**src/rtl/qoa_slice_sequencer.sv**
```systemverilog
`default_nettype none
// ---------------------------------------------------------------------------
// qoa_slice_sequencer : LMS-state load and slice unpack for mono QOA decode
// Rev 1.0
// ---------------------------------------------------------------------------
module qoa_slice_sequencer #(
  parameter int SLICES_PER_FRAME = 256,
  parameter int SLICE_CNT_W      = 8
) (
  input  logic       clk,
  input  logic       rst,
  input  logic       start,
  input  logic       abort,
  input  logic [7:0] in_data,
  input  logic       in_valid,
  output logic       in_ready,
  output logic       lms_wr,
  output logic [3:0] lms_idx,
  output logic [7:0] lms_data,
  output logic       dp_valid,
  input  logic       dp_ready,
  output logic [3:0] res_sf,
  output logic [2:0] res_qr,
  output logic       res_last,
  output logic       slice_done,
  output logic       frame_done,
  output logic       busy
);

  typedef enum logic [1:0] {
    IDLE       = 2'd0,
    LMS_LOAD   = 2'd1,
    SLICE_LOAD = 2'd2,
    ISSUE      = 2'd3
  } state_t;

  localparam logic [SLICE_CNT_W-1:0] c_LAST_SLICE = SLICE_CNT_W'(SLICES_PER_FRAME - 1);

  state_t                 state_q, state_d;
  logic [3:0]             byte_cnt_q, byte_cnt_d;
  logic [4:0]             res_cnt_q, res_cnt_d;
  logic [SLICE_CNT_W-1:0] slice_cnt_q, slice_cnt_d;
  logic [63:0]            shreg_q, shreg_d;
  logic                   slice_done_q, slice_done_d;
  logic                   frame_done_q, frame_done_d;

  always_ff @(posedge clk or posedge rst) begin
    if (rst) begin
      state_q      <= IDLE;
      byte_cnt_q   <= '0;
      res_cnt_q    <= '0;
      slice_cnt_q  <= '0;
      shreg_q      <= '0;
      slice_done_q <= 1'b0;
      frame_done_q <= 1'b0;
    end else begin
      state_q      <= state_d;
      byte_cnt_q   <= byte_cnt_d;
      res_cnt_q    <= res_cnt_d;
      slice_cnt_q  <= slice_cnt_d;
      shreg_q      <= shreg_d;
      slice_done_q <= slice_done_d;
      frame_done_q <= frame_done_d;
    end
  end

  always_comb begin
    state_d      = state_q;
    byte_cnt_d   = byte_cnt_q;
    res_cnt_d    = res_cnt_q;
    slice_cnt_d  = slice_cnt_q;
    shreg_d      = shreg_q;
    slice_done_d = 1'b0;
    frame_done_d = 1'b0;
    if (abort) begin
      state_d     = IDLE;
      byte_cnt_d  = '0;
      res_cnt_d   = '0;
      slice_cnt_d = '0;
      shreg_d     = '0;
    end else begin
      case (state_q)
        IDLE: begin
          if (start) begin
            state_d     = LMS_LOAD;
            byte_cnt_d  = '0;
            slice_cnt_d = '0;
          end
        end
        LMS_LOAD: begin
          if (in_valid) begin
            if (byte_cnt_q == 4'd15) begin
              state_d    = SLICE_LOAD;
              byte_cnt_d = '0;
            end else begin
              byte_cnt_d = byte_cnt_q + 4'd1;
            end
          end
        end
        SLICE_LOAD: begin
          if (in_valid) begin
            shreg_d = {shreg_q[55:0], in_data};
            if (byte_cnt_q == 4'd7) begin
              state_d    = ISSUE;
              byte_cnt_d = '0;
              res_cnt_d  = '0;
            end else begin
              byte_cnt_d = byte_cnt_q + 4'd1;
            end
          end
        end
        ISSUE: begin
          if (dp_ready) begin
            // Scalefactor nibble stays put; residual field shifts up by one code.
            shreg_d = {shreg_q[63:60], shreg_q[56:0], 3'b000};
            if (res_cnt_q == 5'd19) begin
              res_cnt_d    = '0;
              slice_done_d = 1'b1;
              if (slice_cnt_q == c_LAST_SLICE) begin
                frame_done_d = 1'b1;
                slice_cnt_d  = '0;
                state_d      = LMS_LOAD;
              end else begin
                slice_cnt_d = slice_cnt_q + 1'b1;
                state_d     = SLICE_LOAD;
              end
            end else begin
              res_cnt_d = res_cnt_q + 5'd1;
            end
          end
        end
        default: state_d = IDLE;
      endcase
    end
  end

  assign in_ready   = (state_q == LMS_LOAD) || (state_q == SLICE_LOAD);
  assign lms_wr     = (state_q == LMS_LOAD) && in_valid;
  assign lms_idx    = byte_cnt_q;
  assign lms_data   = in_data;
  assign dp_valid   = (state_q == ISSUE);
  assign res_sf     = shreg_q[63:60];
  assign res_qr     = shreg_q[59:57];
  assign res_last   = (state_q == ISSUE) && (res_cnt_q == 5'd19);
  assign slice_done = slice_done_q;
  assign frame_done = frame_done_q;
  assign busy       = (state_q != IDLE);

endmodule
`default_nettype wire

```
**config.mk**
```make
export PLATFORM = sky130hd
export DESIGN_NAME = qoa_slice_sequencer
export DESIGN_NICKNAME = d
export VERILOG_FILES = /design/src/rtl/qoa_slice_sequencer.sv
export SDC_FILE = /design/constraint.sdc
export NUM_CORES = 1
export LEC_CHECK = 0
export ABC_AREA = 1
export CORE_MARGIN = 2
export CORE_UTILIZATION = 55
export DETAILED_ROUTE_END_ITERATION = 12
export PLACE_DENSITY_LB_ADDON = 0.08
export SLEW_MARGIN = 5
export SYNTH_ARGS = -nofsm -noshare
export SYNTH_HDL_FRONTEND = slang
export SYNTH_SLANG_ARGS = --single-unit
```
**constraint.sdc**
```tcl
create_clock -name clk -period 4.2 [get_ports clk]
set_input_delay 0.84 -clock clk [delete_from_list [all_inputs] [get_ports clk]]
set_output_delay 0.84 -clock clk [all_outputs]
set_load 0.02 [all_outputs]
```
==> results.md <==
- Clk_lat worst skew: 350 ps
- P_leak: 2.200 nW
- # rows: 33
- Critical path class: input port to primary output
- Hold Buf Count CTS: 0
- HPWL Detailed: 6509 µm
- Top Ports: 40
- GPL Wtd Cong: 0.8360
- Seq/Total Area, Yosys: 46.87%
- P_int: 1.430 mW
- Clock share of power: 26.7%
- DRC: 0
- Layout cells sized above 1: 9.391%
- Nets: 592
- First drt pass iteration count: 5
- Max-cap viol count: 0
- Post-Syn Area: 4538 µm²
- Worst EP required: 3360 ps
- Hold/Removal Path Class: flip-flop to flip-flop
- Post-Synthesis Cells: 555
- Most frequent cells in the layout: 118 x nand2_1, 90 x inv_1, 85 x dfrtp_1
- Seq cells post-synth: 85
- Status: completed
- Clk buf depth: 2
- Die area: 8994 µm²
- Final Core Density: 62.38%
- Clock root buffer: clkbuf_8
- Fin area: 5049 µm²
- Hold Slack: 496.1 ps
- Filler cells: 737
- Chip Width: 94.84 µm
- Post-CTS Resized: 0
- Placed Instance Area: 4840 µm²
- Data arrival, critical path: 2060 ps
- Post-Syn Nets: 577
- Sequential share of power: 43.3%
- Postcts setup bufs: 0
- Hold Vio Cnt, Final: 0
- Slew margin rel.: 51.34%
- CTS buffer count: 9
- Final Power: 2.250 mW
- Avg Inst Size Synth: 8.177 µm²
- Clock skew: 9.137 ps
- Initial antenna violation count: 0
- Die Y-Extent: 94.84 µm
- CTS tree: built
- Avg WL per Cell: 13.81 µm
- Setup ws final: 1297 ps
- Setup violators final: 0
- Crit path time final: 2903 ps
- Place WS: 1015 ps
- Worst Setup End Kind: primary output
- Net switching power: 0.8192 mW
- Combinational fraction of design power: 29.9%
- Vias in the first global route: 3455
- Fmax: 0.3445 GHz
- Placed Cells: 664
- Fin crit share: 69.11%
- Vias: 3628
- CP max FO: 2
- Post-synth cell types: 27
- Peak VDD IR: 0.2454 mV
- DRT Wirelength: 9394 µm
- Commonest non-fill, non-tap cell in the layout: nand2_1
- Core box area: 8093 µm²
- Initial DRC count: 150
- Power per Cell Area: 445.6 nW/µm²
- CTS Sinks: 85
- Worst-margin pin slew: 728.8 ps
- Switching fraction of total power: 36.42%
- Largest net degree at the start of global routing: 46
- Drt via density: 5.335
- Yosys warnings: 0
- Setup TNS Final: 0 ps
- CTS H-tree depth: 3
- Final max-slew violation count: 0
- Type of origin of the critical path: input port
- Gr usage total: 22.78%
- Final std cells w/o fill: 680
- Clock slew at reported path FFs: 80 ps
- First-pass GRT wire length: 15940 µm
- I/O Buffers: 39
- Total global routing overflow: 0
- Diodes inserted: 0
- RSZ-0062 raised after global routing: false
- Synth-to-Final Area Change: 11.25%
- Post-DRT Antenna Nets: 0
- Initial Util: 56.08%
[cell families after synthesis]
family / synth area share, %
adders and majority gates: 2.206
AOI/OAI and AO/OA: 19.63
and+or+nand+nor: 16.98
xor gates and xnor gates: 0.3861
buffers and inverters: 13.92
DFF: 46.87
[power groups by stage]
stage                     Clock [mW]  Combinational, mW  Sequential [mW]
after floorplan                    0              0.544            0.980
after detailed placement           0              0.674            0.990
after global routing           0.657              0.759            0.987
after CTS                      0.618              0.677            0.975
after global placement             0              0.664            0.988
final                          0.602              0.673            0.975
[synthesized netlist by cell type, drive strengths merged]
| cell type | n | area share [%] |
|---|---|---|
| nand2 | 119 | 9.9 |
| inv | 94 | 7.8 |
| dfrtp | 85 | 47 |
| o21ai | 76 | 10 |
| o22ai | 44 | 6.1 |
| buf | 31 | 5.3 |
| nand3 | 29 | 3.5 |
| nor2 | 22 | 2.0 |
| a22oi | 14 | 2.3 |
| clkbuf | 10 | 0.83 |
| ha | 8 | 2.2 |
| a21oi | 7 | 0.77 |
| nand4 | 6 | 0.83 |
| nor3 | 4 | 0.44 |
| xor2 | 2 | 0.39 |
| a211oi | 1 | 0.28 |
| nand3b | 1 | 0.17 |
| o21bai | 1 | 0.17 |
| or2 | 1 | 0.14 |
[final timing paths]
check,depth (start not counted),slack (ps),from,to
max in group asynchronous,3,2620,rst,shreg_q[35]
worst min-delay path,2,500,shreg_q[5],shreg_q[5]
min in group asynchronous,2,900,rst,res_cnt_q[4]
worst min register to register,2,500,shreg_q[5],shreg_q[5]
worst max register to register,9,1650,state_q[0],shreg_q[52]
worst max-delay path,4,1300,in_valid,lms_wr
[critical path, stage by stage]
cell             delay [ps]
clkdlybuf4s50_1         510
nand2_1                  60
inv_1                    50
clkdlybuf4s50_1         590
[flip-flops by register name, indices dropped and copies added (netlist names)]
name	count
frame_done	1
lms_idx	4
state_q	2
res_cnt_q	5
slice_done	1
slice_cnt_q	8
shreg_q	64
[per-layer routing]
metal / vias up / part of all wire (%) / GRT usage (%)
met3: 4 / 2.9 / 3.831
li1: 1840 / - / -
met4: 0 / 0.87 / 7.609
met2: 49 / 50 / 39.24
met1: 1735 / 46 / 29.16
met5: - / 0 / 0
[area by class of cell]
| cell class | instances | area, µm² | area share, % |
|---|---|---|---|
| clock inverter | 6 | 71.32 | 1.413 |
| tap | 105 | 131.4 | 2.602 |
| timing repair buffer | 45 | 447.9 | 8.872 |
| sequential | 85 | 2127 | 42.13 |
| multi-input combinational | 335 | 1779 | 35.24 |
| clock buffer | 10 | 137.6 | 2.726 |
| inverter | 94 | 354.1 | 7.014 |
Note: power is estimated with default switching activity, not from simulation.
